File: src/rtl/ls_pkg.sv
// ls_pkg: shared state encoding, default widths and test-pattern function for ls_traffic_gen.
package ls_pkg;
   localparam int LS_ADDR_W = 32;
   localparam int LS_DATA_W = 32;
   typedef enum logic [2:0] {IDLE, WR_REQ, WR_RESP, RD_REQ, RD_RESP, DONE} tg_state_e;
   // Pattern is seed XOR address; callers zero-extend to 64 bits and truncate the result.
   function automatic logic [63:0] gen_data(input logic [63:0] seed, input logic [63:0] addr);
      return seed ^ addr;
   endfunction
endpackage

File: src/rtl/ls_traffic_gen_if.sv
// ls_traffic_gen_if: load-store request/response link; master is the initiator, slave the subsystem.
interface ls_traffic_gen_if import ls_pkg::*; #(
   parameter int ADDR_WIDTH = LS_ADDR_W,
   parameter int DATA_WIDTH = LS_DATA_W
);
   logic                  req_valid;
   logic                  req_ready;
   logic                  req_wr;
   logic [ADDR_WIDTH-1:0] req_addr;
   logic [DATA_WIDTH-1:0] req_wdata;
   logic                  resp_valid;
   logic                  resp_ready;
   logic [DATA_WIDTH-1:0] resp_rdata;
   logic                  resp_error;
   modport master (
      output req_valid, req_wr, req_addr, req_wdata, resp_ready,
      input  req_ready, resp_valid, resp_rdata, resp_error
   );
   modport slave (
      input  req_valid, req_wr, req_addr, req_wdata, resp_ready,
      output req_ready, resp_valid, resp_rdata, resp_error
   );
endinterface

File: src/rtl/ls_traffic_gen.sv
// ls_traffic_gen: write-then-read-back BIST initiator for the load-store link.
// Define LS_TG_TIMEOUT_EN to add a response watchdog that aborts the run after TIMEOUT_CYCLES.
module ls_traffic_gen import ls_pkg::*; #(
   parameter int ADDR_WIDTH     = LS_ADDR_W,
   parameter int DATA_WIDTH     = LS_DATA_W,
   parameter int NUM_WORDS      = 16,
   parameter int CNT_WIDTH      = 16,
   parameter int TIMEOUT_CYCLES = 256
) (
   input  logic                  clk,
   input  logic                  rst,
   input  logic                  start,
   input  logic [ADDR_WIDTH-1:0] base_addr,
   input  logic [DATA_WIDTH-1:0] seed,
   ls_traffic_gen_if.master      bus,
   output logic                  busy,
   output logic                  done,
   output logic                  pass,
   output logic [CNT_WIDTH-1:0]  err_count,
   output logic [ADDR_WIDTH-1:0] fail_addr,
   output logic [DATA_WIDTH-1:0] fail_exp,
   output logic [DATA_WIDTH-1:0] fail_got,
   output logic                  timeout
);
   localparam int IDX_W = NUM_WORDS > 1 ? $clog2(NUM_WORDS) : 1;

   if (NUM_WORDS < 1 || TIMEOUT_CYCLES < 1) begin : g_bad_cfg
      $error("ls_traffic_gen: NUM_WORDS and TIMEOUT_CYCLES must be >= 1");
   end

   tg_state_e             state_q, state_d;
   logic [IDX_W-1:0]      idx_q, idx_d;
   logic [ADDR_WIDTH-1:0] base_q, base_d, req_addr_q, req_addr_d, fail_addr_q, fail_addr_d;
   logic [DATA_WIDTH-1:0] seed_q, seed_d, req_wdata_q, req_wdata_d;
   logic [DATA_WIDTH-1:0] fail_exp_q, fail_exp_d, fail_got_q, fail_got_d;
   logic [CNT_WIDTH-1:0]  err_q, err_d;
   logic                  req_valid_q, req_valid_d, req_wr_q, req_wr_d, resp_ready_q, resp_ready_d;
   logic                  done_q, done_d, pass_q, pass_d, tmo_q, tmo_d;
   logic                  hit, fin, last;
   logic [DATA_WIDTH-1:0] got;
`ifdef LS_TG_TIMEOUT_EN
   localparam int WD_W = $clog2(TIMEOUT_CYCLES + 1);
   logic [WD_W-1:0] wd_q, wd_d;
   logic            waiting;
`endif

   always_comb begin
      state_d     = state_q;
      idx_d       = idx_q;
      base_d      = base_q;
      seed_d      = seed_q;
      err_d       = err_q;
      fail_addr_d = fail_addr_q;
      fail_exp_d  = fail_exp_q;
      fail_got_d  = fail_got_q;
      done_d      = done_q;
      pass_d      = pass_q;
      tmo_d       = tmo_q;
      hit         = 1'b0;
      fin         = 1'b0;
      got         = '0;
      last        = idx_q == IDX_W'(NUM_WORDS - 1);
      case (state_q)
         IDLE, DONE: if (start) begin
            state_d     = WR_REQ;
            idx_d       = '0;
            base_d      = base_addr;
            seed_d      = seed;
            err_d       = '0;
            fail_addr_d = '0;
            fail_exp_d  = '0;
            fail_got_d  = '0;
            done_d      = 1'b0;
            pass_d      = 1'b0;
            tmo_d       = 1'b0;
         end
         WR_REQ: if (bus.req_ready) state_d = WR_RESP;
         WR_RESP: if (bus.resp_valid) begin
            hit     = bus.resp_error;
            state_d = last ? RD_REQ : WR_REQ;
            idx_d   = last ? '0 : idx_q + 1'b1;
         end
         RD_REQ: if (bus.req_ready) state_d = RD_RESP;
         RD_RESP: if (bus.resp_valid) begin
            hit     = bus.resp_error || bus.resp_rdata != req_wdata_q;
            got     = bus.resp_rdata;
            fin     = last;
            state_d = last ? DONE : RD_REQ;
            idx_d   = last ? '0 : idx_q + 1'b1;
         end
         default: ;
      endcase
`ifdef LS_TG_TIMEOUT_EN
      waiting = ((state_q == WR_REQ || state_q == RD_REQ) && !bus.req_ready) ||
                ((state_q == WR_RESP || state_q == RD_RESP) && !bus.resp_valid);
      wd_d    = waiting ? wd_q + 1'b1 : '0;
      if (waiting && wd_q == WD_W'(TIMEOUT_CYCLES - 1)) begin
         hit     = 1'b1;
         fin     = 1'b1;
         tmo_d   = 1'b1;
         state_d = DONE;
         wd_d    = '0;
      end
`endif
      // req_addr_q/req_wdata_q still describe the transaction in flight, so they double as the expectation.
      if (hit) begin
         if (err_q == '0) begin
            fail_addr_d = req_addr_q;
            fail_exp_d  = req_wdata_q;
            fail_got_d  = got;
         end
         err_d = err_q + CNT_WIDTH'(~&err_q);
      end
      if (fin) begin
         done_d = 1'b1;
         pass_d = err_d == '0;
      end
      req_valid_d  = state_d == WR_REQ || state_d == RD_REQ;
      req_wr_d     = state_d == WR_REQ;
      resp_ready_d = state_d == WR_RESP || state_d == RD_RESP;
      req_addr_d   = base_d + (ADDR_WIDTH'(idx_d) << 2);
      req_wdata_d  = DATA_WIDTH'(gen_data(64'(seed_d), 64'(req_addr_d)));
   end

   always_ff @(posedge clk or posedge rst) begin
      if (rst) begin
         state_q      <= IDLE;
         idx_q        <= '0;
         base_q       <= '0;
         seed_q       <= '0;
         err_q        <= '0;
         fail_addr_q  <= '0;
         fail_exp_q   <= '0;
         fail_got_q   <= '0;
         done_q       <= 1'b0;
         pass_q       <= 1'b0;
         tmo_q        <= 1'b0;
         req_valid_q  <= 1'b0;
         req_wr_q     <= 1'b0;
         resp_ready_q <= 1'b0;
         req_addr_q   <= '0;
         req_wdata_q  <= '0;
      end else begin
         state_q      <= state_d;
         idx_q        <= idx_d;
         base_q       <= base_d;
         seed_q       <= seed_d;
         err_q        <= err_d;
         fail_addr_q  <= fail_addr_d;
         fail_exp_q   <= fail_exp_d;
         fail_got_q   <= fail_got_d;
         done_q       <= done_d;
         pass_q       <= pass_d;
         tmo_q        <= tmo_d;
         req_valid_q  <= req_valid_d;
         req_wr_q     <= req_wr_d;
         resp_ready_q <= resp_ready_d;
         req_addr_q   <= req_addr_d;
         req_wdata_q  <= req_wdata_d;
      end
   end

`ifdef LS_TG_TIMEOUT_EN
   always_ff @(posedge clk or posedge rst) begin
      if (rst) wd_q <= '0;
      else     wd_q <= wd_d;
   end
`endif

   assign bus.req_valid  = req_valid_q;
   assign bus.req_wr     = req_wr_q;
   assign bus.req_addr   = req_addr_q;
   assign bus.req_wdata  = req_wdata_q;
   assign bus.resp_ready = resp_ready_q;
   assign busy           = state_q != IDLE && state_q != DONE;
   assign done           = done_q;
   assign pass           = pass_q;
   assign err_count      = err_q;
   assign fail_addr      = fail_addr_q;
   assign fail_exp       = fail_exp_q;
   assign fail_got       = fail_got_q;
   assign timeout        = tmo_q;
endmodule

File: src/flat_wrapper.sv
// flat-port wrapper written by rule: the top's interface ports become plain ports
module ls_traffic_gen_flat import ls_pkg::*;
#(
   parameter int ADDR_WIDTH     = LS_ADDR_W,
   parameter int DATA_WIDTH     = LS_DATA_W,
   parameter int NUM_WORDS      = 16,
   parameter int CNT_WIDTH      = 16,
   parameter int TIMEOUT_CYCLES = 256
)
  (clk, rst, start, base_addr, seed, busy, done, pass, err_count, fail_addr, fail_exp, fail_got, timeout, bus_req_valid, bus_req_wr, bus_req_addr, bus_req_wdata, bus_resp_ready, bus_req_ready, bus_resp_valid, bus_resp_rdata, bus_resp_error);
  ls_traffic_gen_if #(.ADDR_WIDTH(ADDR_WIDTH), .DATA_WIDTH(DATA_WIDTH)) bus_i ();
  input  logic clk;
  input  logic rst;
  input  logic start;
  input  logic [ADDR_WIDTH-1:0] base_addr;
  input  logic [DATA_WIDTH-1:0] seed;
  output logic busy;
  output logic done;
  output logic pass;
  output logic [CNT_WIDTH-1:0] err_count;
  output logic [ADDR_WIDTH-1:0] fail_addr;
  output logic [DATA_WIDTH-1:0] fail_exp;
  output logic [DATA_WIDTH-1:0] fail_got;
  output logic timeout;
  output wire logic [$bits(bus_i.req_valid)-1:0] bus_req_valid;
  output wire logic [$bits(bus_i.req_wr)-1:0] bus_req_wr;
  output wire logic [$bits(bus_i.req_addr)-1:0] bus_req_addr;
  output wire logic [$bits(bus_i.req_wdata)-1:0] bus_req_wdata;
  output wire logic [$bits(bus_i.resp_ready)-1:0] bus_resp_ready;
  input wire logic [$bits(bus_i.req_ready)-1:0] bus_req_ready;
  input wire logic [$bits(bus_i.resp_valid)-1:0] bus_resp_valid;
  input wire logic [$bits(bus_i.resp_rdata)-1:0] bus_resp_rdata;
  input wire logic [$bits(bus_i.resp_error)-1:0] bus_resp_error;
  assign bus_req_valid = bus_i.req_valid;
  assign bus_req_wr = bus_i.req_wr;
  assign bus_req_addr = bus_i.req_addr;
  assign bus_req_wdata = bus_i.req_wdata;
  assign bus_resp_ready = bus_i.resp_ready;
  assign bus_i.req_ready = bus_req_ready;
  assign bus_i.resp_valid = bus_resp_valid;
  assign bus_i.resp_rdata = bus_resp_rdata;
  assign bus_i.resp_error = bus_resp_error;
  ls_traffic_gen #(.ADDR_WIDTH(ADDR_WIDTH), .DATA_WIDTH(DATA_WIDTH), .NUM_WORDS(NUM_WORDS), .CNT_WIDTH(CNT_WIDTH), .TIMEOUT_CYCLES(TIMEOUT_CYCLES)) u_core (.clk(clk), .rst(rst), .start(start), .base_addr(base_addr), .seed(seed), .bus(bus_i), .busy(busy), .done(done), .pass(pass), .err_count(err_count), .fail_addr(fail_addr), .fail_exp(fail_exp), .fail_got(fail_got), .timeout(timeout));
endmodule
File: config.mk
export PLATFORM = sky130hd
export DESIGN_NAME = ls_traffic_gen_flat
export DESIGN_NICKNAME = d
export VERILOG_FILES = /design/src/rtl/ls_pkg.sv /design/src/rtl/ls_traffic_gen_if.sv /design/src/rtl/ls_traffic_gen.sv /design/src/flat_wrapper.sv
export SDC_FILE = /design/constraint.sdc
export NUM_CORES = 1
export LEC_CHECK = 0
export BUFFER_PORTS_ARGS = -buffer_cell sky130_fd_sc_hd__buf_2
export CORE_ASPECT_RATIO = 1.5
export CORE_MARGIN = 2
export CORE_UTILIZATION = 57
export CTS_CLUSTER_SIZE = 10
export DETAILED_ROUTE_END_ITERATION = 8
export GPL_TIMING_DRIVEN = 0
export PLACE_DENSITY = 0.88
export RECOVER_POWER = 50
export SYNTH_ARGS = -nofsm -noshare
export SYNTH_HDL_FRONTEND = slang
export SYNTH_SLANG_ARGS = --single-unit
File: constraint.sdc
create_clock -name clk -period 17.31 [get_ports clk]
set_input_delay 3.462 -clock clk [delete_from_list [all_inputs] [get_ports clk]]
set_output_delay 3.462 -clock clk [all_outputs]
set_load 0.05 [all_outputs]
======== Word level (Yosys, flattened, before mapping) ========
Index checks and enable logic that the tools add are counted.
word-level totals
  register bits ........................... 252
  input bits .............................. 102
  output and inout port bits .............. 183
operators by class
  add/subtract/negate cells ............... 3
  eq/ne operators ......................... 12
  multiplexer cells ....................... 42
  bitwise gates (word level) .............. 1
  reductions and logical operators ........ 15
operators by type and width
  cell                 number
  $mux 32              18
  $mux 16              3
  $add 32x6->32        1
  $logic_not 16->1     2
  $ne 32x32->1         1
  $xor 32x32->32       1
  $mux 3               6
  $add 16x1->16        1
  $reduce_and 16->1    1
  $pmux 3 s5           1
  $eq 3x2->1 const B   4
  $mux 4               3
  $eq 3x3->1 const B   3
  $mux 1               8
  $pmux 4 s2           1
  $eq 3x1->1 const B   2
  $add 4x1->4 const B  1
  $eq 4x4->1 const B   1
  $reduce_bool 2->1    2
  $reduce_or 2->1      2
  $logic_not 3->1      1
  $logic_or 1x1->1     3
  $ne 3x3->1 const B   1
  $reduce_bool 3->1    1
  other kinds (5)      5

======== Logic depth before layout (Yosys ltp) ========
  depth in word-level cells ............... 7
  gate-level depth with buffers ........... 23
  mapped depth without buffers ............ 16

======== Least setup slack after synthesis ========
Ideal clock, no wire load.
  path kind ............................... input -> register
  from .................................... input port start
  to ...................................... register u_core.req_wdata_q[28] (netlist: u_core.bus.req_wdata[28])
  setup time .............................. 125 ps
  data arrival time ....................... 7160 ps
  required time ........................... 17185 ps
  setup slack ............................. 10025 ps
  cell stages on the path ................. 22
  path buffers ............................ 6
  cells stage by stage .................... and2b_1 > nand2_2 > buf_4 > clkbuf_1 > clkbuf_1 > clkbuf_1 > buf_1 > nand2_1 > nand2_1 > ha_1 > inv_1 > fa_1 > nor2b_1 > o21ai_0 > nand2b_1 > nand3_2 > or2_1 > buf_2 > nor3_4 > nand3_1 > xnor2_2 > xor2_1
on the way
  word-level cells in the longest chain between the ends .. 4
  elaborated cells on any way between the ends .. 8
RTL lines
  element                     line                   RTL
  from (decl)                 flat_wrapper.sv:14     input logic start;
  $mux 32                     ls_traffic_gen.sv:64   IDLE, DONE: if (start) begin
  $mux 32                     ls_traffic_gen.sv:63   case (state_q)
  net u_core.base_d[2]        ls_traffic_gen.sv:33   logic [ADDR_WIDTH-1:0] base_q, base_d, req_addr_q, req_addr_d, fail_addr_q, fail_addr_d;
  $add 32x6->32               ls_traffic_gen.sv:121  req_addr_d = base_d + (ADDR_WIDTH'(idx_d) << 2);
  net u_core.req_addr_d[28]   ls_traffic_gen.sv:33
  $xor 32x32->32              ls_pkg.sv:8            return seed ^ addr;
  net u_core.req_wdata_d[28]  ls_traffic_gen.sv:34   logic [DATA_WIDTH-1:0] seed_q, seed_d, req_wdata_q, req_wdata_d;
  to (signal assigned)        ls_traffic_gen.sv:159  req_wdata_q <= req_wdata_d;
  to (decl)                   ls_traffic_gen.sv:34
The timed path passes the listed nets, and every way through them passes these cells.
A chain may end at the register's enable or synchronous reset.

======== Worst setup path after layout ========
Ends and elaborated chain as after synthesis.

==> results.sh <==
export IMPL_outcome="finished, violations left"
export IMPL_violations="max-capacitance violations, max-slew violations"
export IMPL_reg2reg_slack_ns=11.09
export IMPL_timing_rr_start="u_core.state_q[0]"
export IMPL_hold_depth=2
export IMPL_ctsHoldBuffers=0
export IMPL_rows=62
export IMPL_wl_per_cell_um=20.5
export IMPL_netlist_instances=1155
export IMPL_vias=9996
export IMPL_die_area_um2=20700
export IMPL_wirelength_um=35400
export IMPL_synthAdderAreaFrac_pct=0.964
export IMPL_drc=0
export IMPL_cp_arrival_ns=9.16
export IMPL_start_util_pct=58.3
export IMPL_grt_pass1_vias=10100
export IMPL_final_cell_mix="nand2_1, dfrtp_1, buf_2, nand3_1, clkbuf_1"
export IMPL_startpoint_type="primary input"
export IMPL_drtIter0Drc=870
export IMPL_cap_violations=1
export IMPL_hold_path_startpoint="u_core.bus.req_addr[27]"
export IMPL_cts_root_buf="clkbuf_16"
export IMPL_synth_edf_count=0
export IMPL_min_period_ns=8.73
export IMPL_max_slew_margin_pct=-273
export IMPL_timing_final_ws_setup_ns=8.58
export IMPL_syn_area_um2=11200
export IMPL_async_flop_share_pct=100
export IMPL_cp_cell_sequence="clkbuf_1 -> and2b_1 -> and2_0 -> clkbuf_1 -> clkbuf_1 -> clkbuf_1 -> clkbuf_1 -> nand2_1 -> nand2_1 -> ha_1 -> inv_1 -> fa_1 -> nor2b_1 -> o21ai_0 -> nand2b_1 -> nand3_2 -> or2_1 -> buf_2 -> nor3_4 -> nand3_1 -> xnor2_2 -> xor2_1"
export IMPL_dieHeight_um=175
export IMPL_cpPeakStageDelay_ns=0.62
export IMPL_cts_repair_resized=0
export IMPL_post_cts_buffers=0
export IMPL_setup_tns_ns=0
export IMPL_synth_simple_area_share_pct=24.3
export IMPL_synth_compound_area_share_pct=5.30
export IMPL_min_to="u_core.fail_addr[27]"
export IMPL_required_ns=17.74
export IMPL_cts_made_buffers=28
export IMPL_grt_pass1_wl_um=53800
export IMPL_yosysSeqAreaShare_pct=56.0
export IMPL_drt_pass1_iterations=5
export IMPL_clock_skew_ns=0.0160
export IMPL_synth_cell_type_count=70
export IMPL_syn_nets=1265
export IMPL_grt_overflow_total=0
export IMPL_drive_above_1_share_pct=19.0
export IMPL_peakVddDrop_uv=129
export IMPL_synth_top_family_by_area="simple AND/OR/NAND/NOR gates"
export IMPL_tightest_slew_ns=5.57
export IMPL_hpwl_um=26400
export IMPL_post_route_period_util_pct=50.4
export IMPL_grt_antenna_before_repair=4
export IMPL_core_um2=19200
export IMPL_p_leak_nw=7.18
export IMPL_grt_use_total_pct=33.5
export IMPL_ys_flop_type="dfrtp_1"
export IMPL_grt_max_degree=127
export IMPL_ff2ff_path_depth=22
export IMPL_cts_sinks=250
export IMPL_synth_xor_area_share_pct=7.55
export IMPL_area_growth_pct=21.3
export IMPL_worstSetupEndpointType="flop"
export IMPL_syn_avg_cell_area_um2=9.67
export IMPL_port_buffers=282
export IMPL_hold_violations=0
export IMPL_clockBufferDepth=3
export IMPL_fmax_ghz=0.115
export IMPL_ioPinCount=285
export IMPL_ys_ff_latch=250
export IMPL_rsz0062_at_grt="false"
export IMPL_critPathKind="in2reg"
export IMPL_cts_max_level=1
export IMPL_crit_slowest_cell="clkbuf_1"
export IMPL_dp_slack_ns=8.41
export IMPL_finalPower_mw=2.94
export IMPL_clk_pin_slew_worst_paths_ns=0.05
export IMPL_finalSetupViolCount=0
export IMPL_ant_nets=0
export IMPL_insertion_delay_ns=0.53
export IMPL_nNetsFinal=1578
export IMPL_dieWidth_um=118
export IMPL_synthMuxAreaShare_pct=2.05
export IMPL_viasPerCell=5.79
export IMPL_layout_commonest_cell="nand2_1"
export IMPL_globalplace_congestion=0.927
export IMPL_powerDensity_nw_per_um2=217
export IMPL_crit_top_cell="clkbuf_1"
export IMPL_critPathMaxFanout=10
export IMPL_report_final_slew_viol_count=127
export IMPL_cts_tree="yes"
export IMPL_ys_warn_count=0
export IMPL_r2r_end="u_core.bus.req_wdata[28]"
export IMPL_hp_class="reg2reg"
==> area by class of cell <==
type | count | area [um^2]
sequential | 250 | 6260
fill | 1451 | 5620
multi-input combinational | 810 | 4480
timing repair buffer | 283 | 1350
clock buffer | 29 | 726
tap | 256 | 320
buffer | 69 | 300
inverter | 26 | 98.8
antenna | 4 | 10.0
==> cells in the mapped netlist (4+ instances only) <==
cell	instances	area (um^2)
nand2_1	341	1280
xnor2_2	5	81.3
nand3_1	150	751
dfrtp_1	250	6260
nor3_1	12	60.1
clkbuf_1	35	131
a21oi_1	14	70.1
o21ai_1	5	25.0
o21ai_0	14	70.1
nor2_1	25	93.8
a21o_1	9	67.6
buf_1	14	52.6
xnor2_1	17	149
nand4_1	12	75.1
buf_2	11	55.1
buf_4	7	52.6
nor4_1	15	93.8
a31oi_1	7	43.8
inv_1	24	90.1
nor2b_1	4	25.0
xor2_1	70	613
o211a_1	4	40.0
and2_1	6	37.5
and3_1	7	43.8
mux2i_1	20	200
ha_1	7	87.6
==> kinds of logic (layout without fill, tap and decap cells) <==
family,count (synthesis),in the layout
AND/OR/NAND/NOR,602,602
flip-flops,250,250
buffers and inverters,95,407
XOR/XNOR,92,92
AO/OA/AOI/OAI,85,85
multiplexers,22,22
adder cells (fa/ha/maj),8,8
other,1,5
==> layer usage <==
| layer | vias up | GRT usage, % | routed length [um] |
|---|---|---|---|
| met4 | 0 | 19.7 | 2250 |
| met3 | 149 | 6.30 | 2600 |
| met5 | - | 0 | 0 |
| li1 | 4470 | - | - |
| met1 | 4835 | 37.0 | 12400 |
| met2 | 542 | 59.9 | 18100 |
==> state kept, by name (all words and copies together), names as in the netlist, 3 cells and up <==
register	flops
u_core.base_q	32
u_core.bus.req_addr	30
u_core.bus.req_wdata	32
u_core.err_count	16
u_core.fail_addr	32
u_core.fail_exp	32
u_core.fail_got	32
u_core.idx_q	4
u_core.seed_q	32
u_core.state_q	3
==> power breakdown <==
group | total, mW | leakage [nW] | switching [mW] | internal (mW)
sequential | 0.972 | 3.22 | 0.162 | 0.810
combinational | 1.46 | 3.61 | 1.11 | 0.349
clock | 0.504 | 0.357 | 0.213 | 0.291
total | 2.94 | 7.18 | 1.49 | 1.45
==> worst max-delay path, delay by kind of cell <==
family / cells / cell delay (ns)
compound gates: 1 / 0.10
simple gates: 10 / 1.79
fa+ha+maj: 2 / 0.61
xor+xnor: 2 / 0.37
buf+inv: 7 / 2.78
==> stage by stage <==
stage,area (um^2),util [%],cells,hold slack (ns)
after detailed placement,12900,67.5,1694,0.457
after floorplan,11200,-,1155,0.446
final,13500,70.7,1727,0.470
after CTS,13700,71.3,1723,0.470
after global routing,13500,70.7,1727,0.494
after global placement,12900,67.3,1693,0.448
==> how the worst max path moves through the flow <==
| stage | to | startpoint | slack (ns) | cells past startpoint |
|---|---|---|---|---|
| finish | u_core.bus.req_wdata[28] | start | 8.58 | 22 |
| global route | u_core.bus.req_wdata[28] | start | 8.28 | 22 |
| CTS | u_core.bus.req_wdata[28] | start | 8.93 | 23 |
| detailed placement | u_core.bus.req_wdata[28] | start | 8.41 | 23 |
| global placement | u_core.base_q[25] | rst | 4.58 | 2 |
| floorplan | u_core.base_q[0] | rst | 6.98 | 1 |
No activity file was read; power rests on OpenSTA's default activity.
